--- src/rtl/pipeline_mem_arbiter.sv ---
// rtl/pipeline_mem_arbiter.sv - IF/MEM arbiter for one single-ported memory, round-robin on ties.
// Optional ack watchdog enabled by defining ARB_TIMEOUT_EN.
module pipeline_mem_arbiter #(
    parameter int ADDR_W  = 9,
    parameter int DATA_W  = 32,
    parameter int TIMEOUT = 16
) (
    input  logic              clk,
    input  logic              reset,
    input  logic              if_req,
    input  logic [ADDR_W-1:0] if_addr,
    output logic [DATA_W-1:0] if_rdata,
    output logic              if_valid,
    output logic              if_stall,
    input  logic              dm_read,
    input  logic              dm_write,
    input  logic [ADDR_W-1:0] dm_addr,
    input  logic [DATA_W-1:0] dm_wdata,
    output logic [DATA_W-1:0] dm_rdata,
    output logic              dm_valid,
    output logic              dm_stall,
    output logic              mem_req,
    output logic              mem_we,
    output logic [ADDR_W-1:0] mem_addr,
    output logic [DATA_W-1:0] mem_wdata,
    input  logic [DATA_W-1:0] mem_rdata,
    input  logic              mem_ack,
    output logic              arb_err
);

    typedef enum logic [1:0] {IDLE, BUSY_IF, BUSY_DM, DONE} state_t;

    state_t              state, state_n;
    logic                last_dm, last_dm_n;
    logic                mem_req_n, mem_we_n;
    logic [ADDR_W-1:0]   mem_addr_n;
    logic [DATA_W-1:0]   mem_wdata_n;
    logic [DATA_W-1:0]   if_rdata_n, dm_rdata_n;
    logic                if_valid_n, dm_valid_n;
    logic                dm_any, grant_dm, expired, finish;
    logic [DATA_W-1:0]   rdata_sel;

    assign dm_any   = dm_read | dm_write;
    assign if_stall = if_req & ~if_valid;
    assign dm_stall = dm_any & ~dm_valid;
    // On a tie the side that was not served last wins; last_dm=0 after reset lets DM win first.
    assign grant_dm = dm_any & (~if_req | ~last_dm);

`ifdef ARB_TIMEOUT_EN
    localparam int CNT_W = $clog2(TIMEOUT + 1);
    logic [CNT_W-1:0] cnt, cnt_n;
    logic             err_q, err_n;

    assign expired = (cnt == CNT_W'(TIMEOUT - 1));
    assign arb_err = err_q;

    always_ff @(posedge clk) begin
        if (!reset) begin
            cnt   <= '0;
            err_q <= 1'b0;
        end else begin
            cnt   <= cnt_n;
            err_q <= err_n;
        end
    end
`else
    assign expired = 1'b0;
    assign arb_err = 1'b0;
`endif

    // A timed-out access completes like a normal one but returns zero data.
    assign finish    = mem_ack | expired;
    assign rdata_sel = mem_ack ? mem_rdata : '0;

    always_comb begin
        state_n     = state;
        last_dm_n   = last_dm;
        mem_req_n   = mem_req;
        mem_we_n    = mem_we;
        mem_addr_n  = mem_addr;
        mem_wdata_n = mem_wdata;
        if_rdata_n  = if_rdata;
        dm_rdata_n  = dm_rdata;
        if_valid_n  = 1'b0;
        dm_valid_n  = 1'b0;
`ifdef ARB_TIMEOUT_EN
        cnt_n       = cnt;
        err_n       = err_q;
`endif
        case (state)
            IDLE: begin
                if (dm_any | if_req) begin
                    mem_req_n = 1'b1;
                    last_dm_n = grant_dm;
`ifdef ARB_TIMEOUT_EN
                    cnt_n     = '0;
`endif
                    if (grant_dm) begin
                        state_n     = BUSY_DM;
                        mem_we_n    = dm_write;
                        mem_addr_n  = dm_addr;
                        mem_wdata_n = dm_wdata;
                    end else begin
                        state_n    = BUSY_IF;
                        mem_we_n   = 1'b0;
                        mem_addr_n = if_addr;
                    end
                end
            end
            BUSY_IF, BUSY_DM: begin
                if (finish) begin
                    mem_req_n = 1'b0;
                    state_n   = DONE;
                    if (state == BUSY_IF) begin
                        if_valid_n = 1'b1;
                        if_rdata_n = rdata_sel;
                    end else begin
                        dm_valid_n = 1'b1;
                        if (!mem_we)
                            dm_rdata_n = rdata_sel;
                    end
`ifdef ARB_TIMEOUT_EN
                    if (!mem_ack)
                        err_n = 1'b1;
`endif
                end else begin
`ifdef ARB_TIMEOUT_EN
                    cnt_n = cnt + 1'b1;
`endif
                end
            end
            DONE: state_n = IDLE;
            default: state_n = IDLE;
        endcase
    end

    always_ff @(posedge clk) begin
        if (!reset) begin
            state     <= IDLE;
            last_dm   <= 1'b0;
            mem_req   <= 1'b0;
            mem_we    <= 1'b0;
            mem_addr  <= '0;
            mem_wdata <= '0;
            if_rdata  <= '0;
            dm_rdata  <= '0;
            if_valid  <= 1'b0;
            dm_valid  <= 1'b0;
        end else begin
            state     <= state_n;
            last_dm   <= last_dm_n;
            mem_req   <= mem_req_n;
            mem_we    <= mem_we_n;
            mem_addr  <= mem_addr_n;
            mem_wdata <= mem_wdata_n;
            if_rdata  <= if_rdata_n;
            dm_rdata  <= dm_rdata_n;
            if_valid  <= if_valid_n;
            dm_valid  <= dm_valid_n;
        end
    end

endmodule

--- config.mk ---
export PLATFORM = sky130hd
export DESIGN_NAME = pipeline_mem_arbiter
export DESIGN_NICKNAME = d
export VERILOG_FILES = /design/src/rtl/pipeline_mem_arbiter.sv
export SDC_FILE = /design/constraint.sdc
export NUM_CORES = 1
export LEC_CHECK = 0
export CORE_MARGIN = 3
export CORE_UTILIZATION = 30
export CTS_CLUSTER_DIAMETER = 200
export DETAILED_ROUTE_END_ITERATION = 8
export PLACE_DENSITY = 0.67
export SYNTH_ARGS = -nofsm -noshare
export SYNTH_HDL_FRONTEND = slang
export SYNTH_SLANG_ARGS = --single-unit
--- constraint.sdc ---
create_clock -name clk -period 1.8 [get_ports clk]
set_input_delay 0.18 -clock clk [delete_from_list [all_inputs] [get_ports clk]]
set_output_delay 0.18 -clock clk [all_outputs]
set_load 0.05 [all_outputs]
==> flow_metrics.py <==
metrics = {
    "run_status": {
        "status": "finished clean",
    },
    "pwr": {
        "leakagePower_nw": 2.50,
        "clock_power_share_pct": 19.3,
        "peakVddDrop_mv": 0.771,
        "p_comb_share_pct": 48.8,
        "swShare_pct": 43.0,
        "p_sw_mw": 4.39,
        "p_per_area_mw_per_mm2": 1440,
        "p_int_mw": 5.81,
        "pwr-share-seq_pct": 31.9,
    },
    "clock_network": {
        "cts_tree": "built",
        "cts.sinks": 112,
        "ctsHoldBuffers": 0,
        "cts_setup_buffers": 0,
        "numCtsBuffers": 9,
        "ctsRootBufferMaster": "clkbuf_16",
        "clock_latency_ps": 340,
        "htree_num_levels": 3,
        "cts_resized": 0,
        "clk_pin_slew_ps": 70,
        "clk_path_buf_depth": 2,
    },
    "synthesis": {
        "yosysMostFrequentCell": "nand2_1",
        "ys_async_sr_fraction_pct": 0,
        "avgSynthCellArea_um2": 8.78,
        "synthTopCellsByCount": "152 x nand2_1, 112 x dfxtp_1, 46 x a21boi_1, 41 x o21ai_0, 33 x nand3_1",
        "synth_nets": 614,
        "ys_warn_count": 0,
        "syn_inst": 522,
        "synth_edf_count": 0,
        "ys_seq_elements": 112,
        "ys_seq_area_share_pct": 48.9,
        "synth.distinct_cells": 36,
        "yosys-top-cells-area": "dfxtp_1 49%, nand2_1 12%, a21boi_1 7.5%",
        "syn-cell-area_mm2": 0.00458,
        "yosys.area.top_type": "dfxtp_1",
        "synth_top_area_share_pct": 48.9,
        "yosys_most_used_dff": "dfxtp_1",
    },
    "global_routing": {
        "grt-ovfl-total": 0,
        "grt_max_degree": 56,
        "grt_pass1_wl_um": 21100,
        "grt_pass1_vias": 4222,
        "antenna_found_initial": 0,
        "grt_usage_pct": 15.4,
    },
    "critical_path": {
        "critPathSlowestCell": "clkdlybuf4s50_1",
        "critPathMaxStageDelay_ps": 830,
        "worstSetupEndpointType": "output pin",
        "cp_cell_sequence": "clkdlybuf4s50_1",
        "crit_family": "buffers and inverters",
        "r2r_cells": 6,
        "cp.depth": 1,
        "cp_max_fo": 2,
        "critPathKind": "reg -> out",
        "cp.required_ps": 1620,
        "crit_arrival_ps": 1520,
        "critPathBufInv": 1,
        "crit_path_start_kind": "register",
    },
    "die": {
        "ios": 200,
        "fp.dieH_um": 130,
        "fp.dieW_um": 130,
        "die_area_mm2": 0.0168,
        "core-area_mm2": 0.0148,
        "rows": 44,
        "start_util_pct": 31.1,
    },
    "sta": {
        "clock_skew_ps": 5.20,
        "fin_crit_ps": 1700,
        "rsz0062_at_grt": "false",
        "worst_hold_slack_ps": 277,
        "setup_viol": 0,
        "finalMaxSlewViolations": 0,
        "fin_tns_setup_ps": 0,
        "fmaxAchievable_ghz": 0.588,
        "slew_headroom_pct": 63.5,
        "tightest_slew_ps": 546,
        "hold_viol": 0,
        "timing.final.crit_share_pct": 94.4,
    },
    "placed_design": {
        "portBuffers": 198,
        "gp_congestion": 0.751,
        "dp.final_hpwl_um": 9580,
    },
    "route": {
        "viasPerCell": 4.73,
        "ant_nets": 0,
        "drc_errors": 0,
        "wl_per_cell_um": 14.8,
        "totalWireLength_um": 13200,
        "first_pass_iters": 4,
        "vias": 4224,
        "drtIter0Drc": 177,
    },
    "worst_hold_path": {
        "hold_depth": 2,
        "hold_class": "in -> reg",
    },
    "cells_and_area": {
        "syn_to_final_growth_pct": 54.4,
        "diodes": 0,
        "drive_gt1_share_pct": 9.17,
        "multi_input_area_mm2": 0.00208,
        "nets": 796,
        "regArea_mm2": 0.00224,
        "fill_cells": 1367,
    },
    "run": {
        "drv_cap": 0,
    },
}
==> cell type report <==
cell class	instances	area share [%]
flip-flops and latches	112	31.7
clock inverters	5	0.796
multi-input cells	361	29.4
well taps	184	3.25
inverters	4	0.265
repair buffers	216	31.3
clock buffers	11	3.29
==> final timing paths <==
path / from / endpoint / slack, ps
worst min-delay path: reset / if_rdata[5] / 280
worst max register to register: state[0] / dm_rdata[23] / 150
worst max-delay path: if_valid / if_valid / 100
worst min register to register: dm_rdata[27] / dm_rdata[27] / 450
==> layer usage <==
layer / vias to the layer above / global-route usage [%] / share of wire [%]
met2: 147 / 25.2 / 46
met4: 2 / 5.38 / 1.9
li1: 2125 / - / -
met1: 1930 / 19.5 / 45
met5: - / 0 / 0.045
met3: 20 / 4.58 / 7.7
==> registers in the layout, indices dropped and copies added, names as in the netlist <==
signal and count:
mem_we 1, mem_addr 9, if_rdata 32, if_valid 1, state 2, mem_wdata 32
mem_req 1, dm_rdata 32, dm_valid 1, last_dm 1
==> stage by stage <==
step | total power, mW | util, % | setup slack (ps) | instances | area [um2]
after CTS | 10.3 | 47.9 | 9.83 | 893 | 7060
after global placement | 8.20 | 45.9 | 140 | 877 | 6770
after global routing | 10.8 | 47.9 | 11.2 | 893 | 7070
after floorplan | 6.60 | - | 279 | 522 | 4580
final | 10.2 | 47.9 | 100 | 893 | 7070
after detailed placement | 8.29 | 45.9 | 63.6 | 877 | 6770
==> power by group through the flow <==
stage	clock network, mW	logic (mW)	registers, mW
final	1.97	4.98	3.25
after global routing	2.14	5.33	3.32
after CTS	2.04	5.01	3.25
after detailed placement	0	4.99	3.30
after global placement	0	4.91	3.29
after floorplan	0	1.71	4.89
==> logic make-up after synthesis <==
| group | Yosys count | share of synthesized area (%) |
|---|---|---|
| other | 1 | 0.0818 |
| muxes | 2 | 0.464 |
| adders and majority gates | 4 | 1.09 |
| buffers and inverters | 49 | 6.14 |
| and+or+nand+nor | 196 | 17.6 |
| DFF | 112 | 48.9 |
| AOI/OAI and AO/OA | 158 | 25.7 |
==> cells in the final DEF (no fill, tap or decap), types with 2 or more instances in the layout <==
cell type,instances
nor2b_1,3
nand2_1,152
buf_4,14
clkbuf_1,2
a31oi_1,9
clkinv_2,2
nand3_1,33
buf_12,9
clkbuf_16,9
clkinvlp_4,2
dfxtp_1,112
ha_1,4
a21boi_2,20
inv_1,3
a21boi_1,46
clkdlybuf4s50_1,192
o21ai_0,41
nor2_1,3
a21boi_0,30
Note: power is estimated with default switching activity, not from simulation.
